`src/rtl/tick_gen_pkg.sv`:
```
// Shared constants for the tick generator: channel limits, default game rates
// and the helper that pulls one channel's reset divisor out of DIV_INIT.
package tick_gen_pkg;

  localparam int TICK_MAX_CH = 16;
  localparam int TICK_MAX_W  = 64;
  localparam int TICK_INIT_W = TICK_MAX_CH * TICK_MAX_W;

  localparam int FALL_DIV   = 4_000_000;
  localparam int DIGIT_DIV  = 200_000;
  localparam int ONE_HZ_DIV = 50_000_000;
  localparam int PIX_DIV    = 2;

  // Channel ch occupies bits [ch*w +: w] of the packed initial-divisor vector.
  function automatic logic [TICK_MAX_W-1:0] div_slice(
    input logic [TICK_INIT_W-1:0] init,
    input int                     ch,
    input int                     w
  );
    logic [TICK_INIT_W-1:0] shifted;
    logic [TICK_MAX_W-1:0]  mask;
    shifted = init >> (ch * w);
    mask    = (w >= TICK_MAX_W) ? '1 : ((TICK_MAX_W'(1) << w) - TICK_MAX_W'(1));
    return shifted[TICK_MAX_W-1:0] & mask;
  endfunction

endpackage

```
`src/rtl/tick_channel.sv`:
```
// One timebase channel: free-running counter with a shadowed divisor that only
// swaps in at a period boundary, while disabled, or on a global sync.
module tick_channel
  import tick_gen_pkg::*;
#(
  parameter int               CNT_W       = 32,
  parameter logic [CNT_W-1:0] DIV_INIT_CH = CNT_W'(1)
) (
  input  logic             clk,
  input  logic             rst,
  input  logic             en,
  input  logic             sync,
  input  logic             wr,
  input  logic [CNT_W-1:0] wr_div,
  output logic             tick,
  output logic             sq,
  output logic             pend
);

  logic [CNT_W-1:0] cnt;
  logic [CNT_W-1:0] div;
  logic [CNT_W-1:0] shd;
  logic [CNT_W-1:0] last;
  logic             at_last;

  // A zero divisor is treated as one, so the terminal count is never below zero.
  always_comb begin
    last    = (div == '0) ? '0 : div - CNT_W'(1);
    at_last = (cnt == last);
  end

  always_ff @(posedge clk) begin
    if (rst) begin
      cnt  <= '0;
      div  <= DIV_INIT_CH;
      shd  <= DIV_INIT_CH;
      pend <= 1'b0;
      tick <= 1'b0;
      sq   <= 1'b0;
    end else if (sync) begin
      cnt  <= '0;
      tick <= 1'b0;
      sq   <= 1'b0;
      pend <= 1'b0;
      if (wr) begin
        div <= wr_div;
        shd <= wr_div;
      end else if (pend) begin
        div <= shd;
      end
    end else begin
      if (!en) begin
        tick <= 1'b0;
        if (pend) begin
          div  <= shd;
          cnt  <= '0;
          pend <= 1'b0;
        end
      end else if (at_last) begin
        cnt  <= '0;
        tick <= 1'b1;
        sq   <= ~sq;
        if (pend) begin
          div  <= shd;
          pend <= 1'b0;
        end
      end else begin
        cnt  <= cnt + CNT_W'(1);
        tick <= 1'b0;
      end
      // A write on a commit edge lands in the shadow and waits for the next boundary.
      if (wr) begin
        shd  <= wr_div;
        pend <= 1'b1;
      end
    end
  end

endmodule

```
`src/rtl/tick_gen.sv`:
```
// Multi-channel timebase: NUM_CH independent tick/square-wave channels with a
// shared divisor write port and a global phase-sync strobe.
module tick_gen
  import tick_gen_pkg::*;
#(
  parameter int                      NUM_CH   = 4,
  parameter int                      CNT_W    = 32,
  parameter logic [NUM_CH*CNT_W-1:0] DIV_INIT = {32'(PIX_DIV), 32'(ONE_HZ_DIV),
                                                 32'(DIGIT_DIV), 32'(FALL_DIV)},
  localparam int                     CH_W     = (NUM_CH > 1) ? $clog2(NUM_CH) : 1
) (
  input  logic              clk,
  input  logic              rst,
  input  logic [NUM_CH-1:0] en,
  input  logic              sync,
  input  logic              cfg_we,
  input  logic [CH_W-1:0]   cfg_ch,
  input  logic [CNT_W-1:0]  cfg_div,
  output logic [NUM_CH-1:0] tick,
  output logic [NUM_CH-1:0] sq,
  output logic [NUM_CH-1:0] pend
);

  localparam logic [TICK_INIT_W-1:0] INIT_WIDE = TICK_INIT_W'(DIV_INIT);

  for (genvar i = 0; i < NUM_CH; i++) begin : g_ch
    logic wr;

    // Channel indices beyond NUM_CH-1 match no decoder, so such writes vanish.
    assign wr = cfg_we && (cfg_ch == CH_W'(i));

    tick_channel #(
      .CNT_W      (CNT_W),
      .DIV_INIT_CH(CNT_W'(div_slice(INIT_WIDE, i, CNT_W)))
    ) u_ch (
      .clk   (clk),
      .rst   (rst),
      .en    (en[i]),
      .sync  (sync),
      .wr    (wr),
      .wr_div(cfg_div),
      .tick  (tick[i]),
      .sq    (sq[i]),
      .pend  (pend[i])
    );
  end

endmodule

```
`config.mk`:
```
export PLATFORM = sky130hd
export DESIGN_NAME = tick_gen
export DESIGN_NICKNAME = d
export VERILOG_FILES = /design/src/rtl/tick_gen_pkg.sv /design/src/rtl/tick_channel.sv /design/src/rtl/tick_gen.sv
export SDC_FILE = /design/constraint.sdc
export NUM_CORES = 1
export LEC_CHECK = 0
export CORE_MARGIN = 3
export CORE_UTILIZATION = 35
export CTS_CLUSTER_DIAMETER = 30
export CTS_CLUSTER_SIZE = 16
export DETAILED_ROUTE_END_ITERATION = 6
export HOLD_SLACK_MARGIN = 0.15
export PLACE_DENSITY = 0.62
export SLEW_MARGIN = 30
export SYNTH_ARGS = -nofsm -noshare
export SYNTH_HDL_FRONTEND = slang
export SYNTH_SLANG_ARGS = --single-unit
```
`constraint.sdc`:
```
create_clock -name clk -period 3.8 [get_ports clk]
set_input_delay 1.14 -clock clk [delete_from_list [all_inputs] [get_ports clk]]
set_output_delay 1.14 -clock clk [all_outputs]
set_load 0.005 [all_outputs]
```
==> Flow_metrics.wiki <==
{| class="wikitable"
! Metric !! Value
|-
| Failing checks || setup timing
|-
| Number of synthesized register bits || 396
|-
| Setup TNS || -0.07743 ns
|-
| Post-Route Utilization || about 45%
|-
| Largest vdd supply drop || between 0.4 and 0.5 mV
|-
| Largest area contributor in the netlist || sky130_fd_sc_hd__dfxtp_1
|-
| Internal reg-to-reg setup slack || -0.02 ns
|-
| Post-synthesis compound-gate area fraction || 17.75%
|-
| Cell area after synthesis || 25030 sq um
|-
| Worst Reg2Reg Path Length in Cells || 15
|-
| TritonCTS clock tree || done
|-
| Final Worst Setup Slack || -0.01783 ns
|-
| Critical path fanouts, max || 6
|-
| Max_cap viols || 0
|-
| Antenna-violating nets left || 0
|-
| Floorplan core area || 70390 sq um
|-
| Placement Rows || 97
|-
| All-Layer GR Usage || 20.73%
|-
| Finished Cell Area || 31710 sq um
|-
| Die Width || roughly 270 microns
|-
| Net switching power || 3.604 mW
|-
| Power share of the sequential group || 30.5%
|-
| Hold/Removal Path Class || register to register
|-
| Initial antenna violation count || 0
|-
| Number of input and output port buffers inserted || 53
|-
| Total Routed Length || just over 80000 microns
|-
| Portion of netlist area occupied by mux cells || under 10%
|-
| Number of instances on the worst hold path || 2
|-
| Total number of vias || 24.56k
|-
| Starting density of the core || 35.56%
|-
| Ports placed on the boundary || 54
|-
| Transition time at the pin with the least slew margin || about 0.89 ns
|-
| Remaining routing DRC violations || 0
|-
| Final HPWL from detailed placement || roughly 55000 microns
|-
| Setup repair after global routing missed its margin || yes
|-
| Via count of the first global-routing pass || 22.43k
|-
| Capturing element type of the critical path || register
|-
| First-iteration detailed-routing DRC count || 2090
|-
| Post-detailed-route wirelength per cell || about 19 microns
|-
| Length of routed met2 wiring || 36610 microns
|-
| Ratio of total power to cell area || roughly 450 nW/um^2
|-
| Routed via count divided by cell count || roughly 5.6
|-
| Post-synthesis instance total || around 3.3k
|-
| Fraction of power consumed by combinational cells || 11.3%
|-
| Largest cells by area after synthesis || sky130_fd_sc_hd__dfxtp_1, sky130_fd_sc_hd__mux2i_1, sky130_fd_sc_hd__nand2_1
|-
| Top layer used by detailed routing || met4
|-
| Origin of the critical flop-to-flop path || g_ch[2].u_ch.div[3]$_SDFFE_PP0P_
|-
| Clock tree skew after final layout || 0.02366 ns
|-
| Largest family of logic cells by synthesized area || simple AND/OR/NAND/NOR gates
|-
| Final critical delay including setup and external delays || 3.818 ns
|-
| Final count of hold timing violations || 0
|-
| Maximum achievable frequency || approximately 260 MHz
|-
| Final Max Slew Viols || 0
|-
| Most frequently used flop master after synthesis || sky130_fd_sc_hd__dfxtp_1
|-
| WS Path Type || register to register
|-
| Worst-path clk slew || 0.05 ns
|-
| Synth warn || 0
|-
| Async set-reset flop share out of synthesis || 0%
|-
| Area share of the largest cell type after synthesis || 31.67%
|-
| Endpoint, Worst Hold || g_ch[0].u_ch.shd[24]$_SDFFE_PP0P_
|-
| WP data required || 4.35 ns
|-
| Wl on met1 || 38250 microns
|-
| Synthesized area per cell || 7.667 sq um
|-
| Clock root buffer || sky130_fd_sc_hd__clkbuf_16
|-
| Aggregate global routing overflow || 0
|-
| Arrival time at the worst endpoint || ~4.4 ns
|-
| Area of combinational cells with multiple inputs || between 15000 and 20000 sq um
|-
| Clock network fraction of total power || 58.2%
|-
| Sequential-to-total area share from yosys stat || 31.67%
|-
| Register area || about 8000 sq um
|-
| Met3 wire length || 5166 microns
|-
| Number of sinks handled by clock tree synthesis || 396
|-
| Share of synthesized cell area in full adder, half adder and majority cells || less than 1%
|-
| Global-route wire length before repair || 125800 microns
|-
| Hold path startpoint || g_ch[0].u_ch.shd[24]$_SDFFE_PP0P_
|-
| Post-synth EDFFs || 0
|-
| Fraction of layout cells with a size suffix above 1 || 17.10%
|-
| Leakage || 11.32 nW
|-
| First-pass DRT Iterations || 5
|-
| Level count of the clock H-tree || 3
|-
| Instance area after placement || 27350 sq um
|-
| Number of fill cells in the layout || 6944
|-
| Most frequent cell after synthesis || sky130_fd_sc_hd__nand2_1
|-
| Number of distinct standard cells referenced by the synthesized netlist || 98
|-
| Switching fraction of total power || ~25%
|-
| Clock latency reported for the late side of the worst-skew pair || between 0.6 and 0.7 ns
|-
| Outcome || complete, but fails checks
|-
| Mapped Nets || 3315
|-
| Type of element launching the critical path || register
|-
| Post-placement cell count || roughly 4.2k
|-
| Buffers from clock root to sink, at most || 3
|-
| Leading cell types by count after synthesis || sky130_fd_sc_hd__nand2_1, sky130_fd_sc_hd__dfxtp_1, sky130_fd_sc_hd__nor2_1
|-
| Pin count of the biggest net entering global routing || 180
|-
| Nets || 3422
|-
| Post-synthesis share of cell area spent on xor and xnor gates || 7.432%
|-
| Post-route non-filler standard cell count || 4391
|-
| R2R Path End || g_ch[2].u_ch.div[27]$_SDFFE_PP0P_
|-
| Simple-gate portion of the synthesized area || 28.54%
|-
| Die span in y || 273.4 microns
|-
| Remaining max-slew budget at the tightest pin || 40.90%
|-
| Die area || 74770 sq um
|-
| Routability congestion estimate from global placement || 0.9463
|-
| Setup violation total in the final timing report || 7
|-
| Final clock period utilization by the worst path || 100.5%
|-
| Area delta synth->final || 26.68%
|-
| Clock buffers created by TritonCTS || 96
|-
| Internal power summed over all cells || 10.72 mW
|}
## through the flow
| stage | hold WS [ns] | total power, mW | worst slack [ns] |
|---|---|---|---|
| finish | 0.4525 | 14.33 | -0.01783 |
| CTS | 0.4542 | 14.31 | 0.01615 |
| detailed placement | 0.4490 | 5.899 | -0.1184 |
| global route | 0.4661 | 14.80 | -0.1282 |
| floorplan | 0.4360 | 5.356 | 0.08585 |
| global placement | 0.4424 | 5.885 | -0.08909 |
## sequential cells by signal (all words and copies together) (netlist names)
signal          cells
g_ch.u_ch.cnt     128
g_ch.u_ch.div     128
g_ch.u_ch.shd     128
g_ch.u_ch.pend      4
g_ch.u_ch.sq        4
g_ch.u_ch.tick      4
## worst max-delay path, cell delays in order, from the launching register on
cell and delay (ns):
sky130_fd_sc_hd__dfxtp_2 0.33, sky130_fd_sc_hd__buf_6 0.11, sky130_fd_sc_hd__or4_4 0.56, sky130_fd_sc_hd__buf_4 0.16
sky130_fd_sc_hd__or4_4 0.52, sky130_fd_sc_hd__nor2_1 0.15, sky130_fd_sc_hd__xor2_1 0.21, sky130_fd_sc_hd__mux2i_1 0.29
sky130_fd_sc_hd__nand4_1 0.20, sky130_fd_sc_hd__nor4_4 0.28, sky130_fd_sc_hd__buf_4 0.16, sky130_fd_sc_hd__a21oi_4 0.08
sky130_fd_sc_hd__clkbuf_16 0.18, sky130_fd_sc_hd__buf_8 0.13, sky130_fd_sc_hd__a211o_1 0.24, sky130_fd_sc_hd__a21oi_2 0.12
## layout make-up
type,instances,area share [%]
multi-input combinational,2505,50.85
inverter,48,0.5760
clock buffer,128,8.553
timing repair buffer,325,9.366
clock inverter,48,1.909
antenna,1,0.007890
sequential,396,25.03
tap,940,3.709
## cell families (layout without fill, tap and decap cells)
| logic type | Yosys count | in the layout |
|---|---|---|
| fa+ha+maj | 8 | 8 |
| xor+xnor | 198 | 198 |
| compound gates | 659 | 659 |
| buf+inv | 365 | 549 |
| flops | 396 | 396 |
| simple gates | 1439 | 1440 |
| other cells | 0 | 1 |
| mux | 200 | 200 |
## how the worst max path moves through the flow
stage                                startpoint                                end  slack, ns  cells after the start
6_report       g_ch[2].u_ch.div[3]$_SDFFE_PP0P_  g_ch[2].u_ch.div[27]$_SDFFE_PP0P_      -0.02                     15
5_1_grt        g_ch[2].u_ch.div[3]$_SDFFE_PP0P_   g_ch[2].u_ch.div[0]$_SDFFE_PP0P_      -0.13                     14
4_1_cts        g_ch[2].u_ch.div[0]$_SDFFE_PP0P_   g_ch[2].u_ch.div[2]$_SDFFE_PP0P_       0.02                     12
3_5_place_dp   g_ch[2].u_ch.div[0]$_SDFFE_PP0P_   g_ch[2].u_ch.div[9]$_SDFFE_PP0P_      -0.12                     13
3_3_place_gp   g_ch[3].u_ch.div[2]$_SDFFE_PP0P_   g_ch[3].u_ch.cnt[5]$_SDFFE_PP0P_      -0.09                     14
2_1_floorplan  g_ch[2].u_ch.div[0]$_SDFFE_PP0P_  g_ch[2].u_ch.div[13]$_SDFFE_PP1P_       0.09                     14
## layout by cell type (no fill, tap or decap), drive strengths merged, types with 91 or more instances in the layout
cell type  netlist  routed
nand2          475     475
dfxtp          396     396
nor2           327     327
buf             76     263
a21oi          229     229
mux2i          197     197
clkbuf         241     138
xnor2          108     108
a211o           99      99
o21ai           91      91
## timing repair
action / CTS / global route
setup buffers: 1 / 29
hold endpoints to repair: 0 / 0
pin swaps: 0 / 57
resized for setup: 2 / 114
cloned: 0 / 14
hold buffers: 0 / 0
endpoints found under the setup margin: 79 / 237
## routing by layer
metal | track usage [%] | vias up
li1 | - | 11876
met1 | 28.93 | 11777
met2 | 32.20 | 759
met3 | 3.427 | 148
met4 | 7.247 | 0
met5 | 0 | -
## power groups by stage
| stage | registers [mW] | logic (mW) | clock network (mW) |
|---|---|---|---|
| global placement | 4.43 | 1.45 | 0 |
| floorplan | 4.41 | 0.943 | 0 |
| global route | 4.37 | 1.74 | 8.69 |
| CTS | 4.36 | 1.47 | 8.48 |
| detailed placement | 4.43 | 1.46 | 0 |
| finish | 4.36 | 1.62 | 8.34 |
Power figures use the tool's default switching activity.
